File: src/rtl/pkg_2of5.sv
`default_nettype none
// +----------------------------------------------------------------------+
// | pkg_2of5 : shared 2-of-5 code table, FSM states and frame constants   |
// | Rev 1.0                                                               |
// +----------------------------------------------------------------------+
package pkg_2of5;

  typedef enum logic [1:0] {
    IDLE  = 2'd0,
    START = 2'd1,
    DATA  = 2'd2,
    STOP  = 2'd3
  } state_t;

  localparam int FRAME_BITS = 7;
  localparam int WORD_BITS  = 5;

  // Weights 7-4-2-1-0; zero is the odd one out at 7+4. Non-BCD gives zero-hot.
  function automatic logic [WORD_BITS-1:0] enc_2of5(input logic [3:0] digit);
    logic [WORD_BITS-1:0] w_word;
    case (digit)
      4'd0:    w_word = 5'b11000;
      4'd1:    w_word = 5'b00011;
      4'd2:    w_word = 5'b00101;
      4'd3:    w_word = 5'b00110;
      4'd4:    w_word = 5'b01001;
      4'd5:    w_word = 5'b01010;
      4'd6:    w_word = 5'b01100;
      4'd7:    w_word = 5'b10001;
      4'd8:    w_word = 5'b10010;
      4'd9:    w_word = 5'b10100;
      default: w_word = 5'b00000;
    endcase
    return w_word;
  endfunction

endpackage
`default_nettype wire

File: src/rtl/bit_tick_gen.sv
`default_nettype none
// +----------------------------------------------------------------------+
// | bit_tick_gen : bit-period counter, tick on the last cycle of a bit    |
// | Rev 1.0                                                               |
// +----------------------------------------------------------------------+
module bit_tick_gen #(
  parameter int CLKS_PER_BIT = 4
) (
  input  logic clk,
  input  logic rst_n,
  input  logic clr,
  output logic tick
);

  localparam int c_cnt_w = $clog2(CLKS_PER_BIT);

  logic [c_cnt_w-1:0] r_cnt;

  assign tick = (r_cnt == c_cnt_w'(CLKS_PER_BIT - 1));

  always_ff @(posedge clk) begin
    if (!rst_n || clr) begin
      r_cnt <= '0;
    end else if (tick) begin
      r_cnt <= '0;
    end else begin
      r_cnt <= r_cnt + 1'b1;
    end
  end

endmodule
`default_nettype wire

File: src/rtl/enc_2of5_tx.sv
`default_nettype none
// +----------------------------------------------------------------------+
// | enc_2of5_tx : BCD to 2-of-5 encoder with framed serial transmitter    |
// | Rev 1.0                                                               |
// +----------------------------------------------------------------------+
module enc_2of5_tx
  import pkg_2of5::*;
#(
  parameter int CLKS_PER_BIT = 4
) (
  input  logic                 clk,
  input  logic                 rst_n,
  input  logic [3:0]           digit,
  input  logic                 in_valid,
  output logic                 in_ready,
  output logic [WORD_BITS-1:0] code_out,
  output logic                 tx,
  output logic                 busy,
  output logic                 err
);

  state_t               r_state;
  logic [2:0]           r_bit_idx;
  logic [WORD_BITS-1:0] r_shift;
  logic [WORD_BITS-1:0] r_code;
  logic                 r_tx;
  logic                 r_err;
  logic                 w_accept;
  logic                 w_tick;
  logic [WORD_BITS-1:0] w_word;

  assign in_ready = rst_n && (r_state == IDLE);
  assign w_accept = in_valid && in_ready;
  assign w_word   = enc_2of5(digit);
  assign busy     = (r_state != IDLE);
  assign tx       = r_tx;
  assign code_out = r_code;
  assign err      = r_err;

  // Restarting the divider on accept aligns every bit period to the start bit.
  bit_tick_gen #(
    .CLKS_PER_BIT(CLKS_PER_BIT)
  ) u_tick (
    .clk  (clk),
    .rst_n(rst_n),
    .clr  (w_accept),
    .tick (w_tick)
  );

  always_ff @(posedge clk) begin
    if (!rst_n) begin
      r_state   <= IDLE;
      r_bit_idx <= '0;
      r_shift   <= '0;
      r_code    <= '0;
      r_tx      <= 1'b1;
      r_err     <= 1'b0;
    end else begin
      r_err <= 1'b0;
      case (r_state)
        IDLE: begin
          if (w_accept) begin
            r_state   <= START;
            r_code    <= w_word;
            r_shift   <= w_word;
            r_tx      <= 1'b0;
            r_bit_idx <= '0;
            r_err     <= (digit > 4'd9);
          end
        end
        START: begin
          if (w_tick) begin
            r_state <= DATA;
            r_tx    <= r_shift[WORD_BITS-1];
            r_shift <= {r_shift[WORD_BITS-2:0], 1'b0};
          end
        end
        DATA: begin
          if (w_tick) begin
            if (r_bit_idx == 3'(WORD_BITS - 1)) begin
              r_state   <= STOP;
              r_tx      <= 1'b1;
              r_bit_idx <= '0;
            end else begin
              r_bit_idx <= r_bit_idx + 3'd1;
              r_tx      <= r_shift[WORD_BITS-1];
              r_shift   <= {r_shift[WORD_BITS-2:0], 1'b0};
            end
          end
        end
        STOP: begin
          if (w_tick) begin
            r_state <= IDLE;
            r_tx    <= 1'b1;
          end
        end
        default: r_state <= IDLE;
      endcase
    end
  end

endmodule
`default_nettype wire

File: config.mk
export PLATFORM = sky130hd
export DESIGN_NAME = enc_2of5_tx
export DESIGN_NICKNAME = d
export VERILOG_FILES = /design/src/rtl/pkg_2of5.sv /design/src/rtl/bit_tick_gen.sv /design/src/rtl/enc_2of5_tx.sv
export SDC_FILE = /design/constraint.sdc
export NUM_CORES = 1
export LEC_CHECK = 0
export ABC_CLOCK_PERIOD_IN_PS = 1500
export CORE_UTILIZATION = 47
export DETAILED_ROUTE_END_ITERATION = 6
export PLACE_DENSITY = 0.8
export SYNTH_ARGS = -nofsm -noshare
export SYNTH_HDL_FRONTEND = slang
export SYNTH_SLANG_ARGS = --single-unit
File: constraint.sdc
create_clock -name clk -period 1.5 [get_ports clk]
set_input_delay 0.15 -clock clk [delete_from_list [all_inputs] [get_ports clk]]
set_output_delay 0.15 -clock clk [all_outputs]
set_load 0.1 [all_outputs]
==> metrics.csv <==
metric,value,unit
status,"complete, but fails checks",
failing checks,negative setup slack,
ant diodes,0,
drt total wl,3.05,mm
library cells used by synthesis,44,
"Data arrival, critical path",1.37,ns
worst hold stages,1,
most frequent cell after synthesis,dfxtp_1,
Hold Path Class,flip-flop to flip-flop,
core area,2300,sq um
Final Net Count,180,
P_leak,0.000692,uW
Hold WS,0.445,ns
largest net degree at the start of global routing,20,
worst r2r src,r_state[0]$_SDFFE_PN0P_,
# DRC,0,
Final Hold Viols,0,
Slew HR,76.0,%
CP required,1.35,ns
FF-to-FF setup slack,-0.02,ns
post-synthesis async set-or-reset flop share,0,%
Starting Density,51.4,%
clock root cell,clkbuf_4,
Crit Path Max Fanout,3,
TritonCTS Buffers,3,
DR iter-0 viols,33,
yosys warns,0,
f_max,657,MHz
number of synthesized flops with an enable pin,0,
GP Congestion,0.810,
layout cells sized above 1,37.3,%
CTS tree,done,
Sink Count,19,
vias in the first global route,958,
detailed placement HPWL,1.97,mm
RSZ-0062 raised after global routing,true,
clock latency on the worst-skew pair,0.32,ns
worst-path cell chain,inv_6 > ha_4 > buf_6 > and2_4 > buf_12,
synth top area cells,"dfxtp_1 32%, ha_1 15%, nand2b_1 3.2%, a21boi_2 2.9%, nand2_1 2.5%",
peak supply drop,0.00154,V
total power,3150,uW
post-synthesis sequential area ratio,32.2,%
clock tree buffer depth,2,
# H-tree levels,1,
# rows,17,
crit end category,output port,
P per Cell Area,1860,nW/um^2
I/O pins,16,
drt pass-1 iters,4,
"Top FF cell, synth",dfxtp_1,
Mapped Cells,128,
worst setup margin,-0.0209,ns
port bufs,15,
Setup TNS,-0.0701,ns
final-layout fill cell count,155,
Slew @ Worst Pin,0.359,ns
first-pass GRT wire length,4.08,mm
cell taking the most area after synthesis,dfxtp_1,
worst reg2reg path depth,7,
MaxCap Viol Count,0,
DR vias/cell,5.59,
pre-CTS setup slack,-0.305,ns
area of the multi-input gates,816,sq um
"Slew Viols, Final",0,
Setup CP Type,flip-flop to output port,
CP top delay family,flip-flops,
antenna violations before repair,0,
Worst setup endpoint,in_ready,
synthesized flop and latch total,19,
GRT Overall Usage,20.7,%
"antenna viol nets, final",0,
grt total ovfl,0,
Worst-path clk slew,0.13,ns
Slowest cell on crit path,dfxtp_4,
area share of the largest cell type after synthesis,32.2,%
Tmin final,1.52,ns
die height,52.1,um
total number of vias,1040,
placed insts,180,
CP startpoint,r_state[0]$_SDFFE_PN0P_,
synthesized area per cell,9.23,sq um
area grow syn2layout,43.6,%
register area,390,sq um
CP bufs+invs,3,
"non-filler cells, final",186,
Die ar.,2720,sq um
worst r2r dst,r_shift[0]$_SDFFE_PN0P_,
Commonest cells post-synth,"19 x dfxtp_1, 14 x ha_1, 8 x nand2_1",
post-synthesis net count,149,
Startpoint Class,flip-flop,
WL per Instance,16.4,um
Crit. path cell count,5,
final worst-path cycle share,101,%
Final Setup Violations,5,
CP peak stage delay,0.41,ns
Clock Skew,0.0191,ns
synthesized area,1180,sq um
Die X-Extent,52.1,um
-- cell families (layout without fill, tap and decap cells) --
group           after synthesis  count (layout)  synth area share, %
compound gates               37              37                 23.4
xor+xnor                      1               1                0.742
fa+ha+maj                    14              14                 14.8
buf+inv                      15              45                 5.93
flops                        19              19                 32.2
mux                           3               3                 2.97
simple gates                 39              39                 19.9
-- report_power, final --
group | leakage [uW] | switching, uW | internal [uW] | total (uW)
registers | 0.000158 | 128 | 638 | 766
logic | 0.000516 | 1150 | 961 | 2110
clock network | 0.0000177 | 175 | 99.8 | 275
-- worst min-delay path by stage --
stage                          startpoint                    endpoint  slack (ns)
6_report       u_tick.r_cnt[0]$_SDFF_PP0_  u_tick.r_cnt[0]$_SDFF_PP0_        0.44
5_1_grt        u_tick.r_cnt[0]$_SDFF_PP0_  u_tick.r_cnt[0]$_SDFF_PP0_        0.47
4_1_cts        u_tick.r_cnt[0]$_SDFF_PP0_  u_tick.r_cnt[0]$_SDFF_PP0_        0.44
3_5_place_dp   u_tick.r_cnt[0]$_SDFF_PP0_  u_tick.r_cnt[0]$_SDFF_PP0_        0.43
3_3_place_gp   u_tick.r_cnt[0]$_SDFF_PP0_  u_tick.r_cnt[0]$_SDFF_PP0_        0.41
2_1_floorplan                    digit[1]    code_out[4]$_SDFFE_PN0P_        0.38
-- worst reg2reg max path: cells and delay by family, from the launching register on --
kind	cells	cell delay (ns)
buf+inv	2	0.17
simple gates	2	0.29
fa+ha+maj	1	0.17
mux	1	0.19
flops	1	0.41
compound gates	1	0.21
-- cell usage in the layout (no fill, tap or decap), types with 2 or more instances in the layout --
| cell type | instances |
|---|---|
| a21boi_2 | 2 |
| nand2b_4 | 2 |
| buf_4 | 15 |
| mux2i_1 | 2 |
| a21boi_1 | 2 |
| ha_1 | 9 |
| nor2b_1 | 4 |
| a21oi_1 | 4 |
| clkdlybuf4s50_1 | 5 |
| dfxtp_4 | 2 |
| dfxtp_2 | 2 |
| nand2b_1 | 6 |
| o211ai_1 | 3 |
| inv_1 | 5 |
| dfxtp_1 | 15 |
| clkbuf_4 | 3 |
| nand3_1 | 4 |
| a211oi_1 | 2 |
| nor2_1 | 5 |
| a31oi_1 | 2 |
| o311ai_1 | 2 |
| buf_12 | 9 |
| buf_6 | 3 |
| o21ai_1 | 3 |
| o31ai_1 | 2 |
| a31o_2 | 2 |
| o21ai_0 | 5 |
| ha_4 | 4 |
| nand2_1 | 7 |
-- repair_timing --
action                     CTS  global route
setup buffers                1             1
setup endpoints to repair   15            15
gates cloned                 0             1
resized for setup            4            21
hold endpoints to repair     0             0
pin swaps                    0             9
hold buffers                 0             0
-- state kept, by name, indices dropped and copies added, names as in the netlist --
signal and flops:
code_out 5, r_shift 5, err 1, r_bit_idx 3, u_tick.r_cnt 2, tx 1, r_state 2
-- cell type report --
type | instances | area share, %
multi-input combinational | 94 | 48.1
inverter | 7 | 1.99
sequential | 19 | 23.0
clock buffer | 3 | 1.33
tap | 28 | 2.06
timing repair buffer | 34 | 23.2
clock inverter | 1 | 0.295
-- metrics by stage --
stage	util (%)	area, sq um
after floorplan	-	1200
after global placement	67.8	1560
after detailed placement	67.8	1560
after CTS	69.6	1600
after global routing	73.9	1700
final	73.9	1700
-- per-layer routing --
layer / GRT usage, % / share of wire [%] / up-vias
li1: - / - / 511
met3: 6.14 / 5.2 / 8
met5: 0 / 0 / -
met2: 37.2 / 50 / 34
met4: 6.14 / 2.0 / 0
met1: 23.4 / 43 / 487
(Power assumes the default switching activity.)
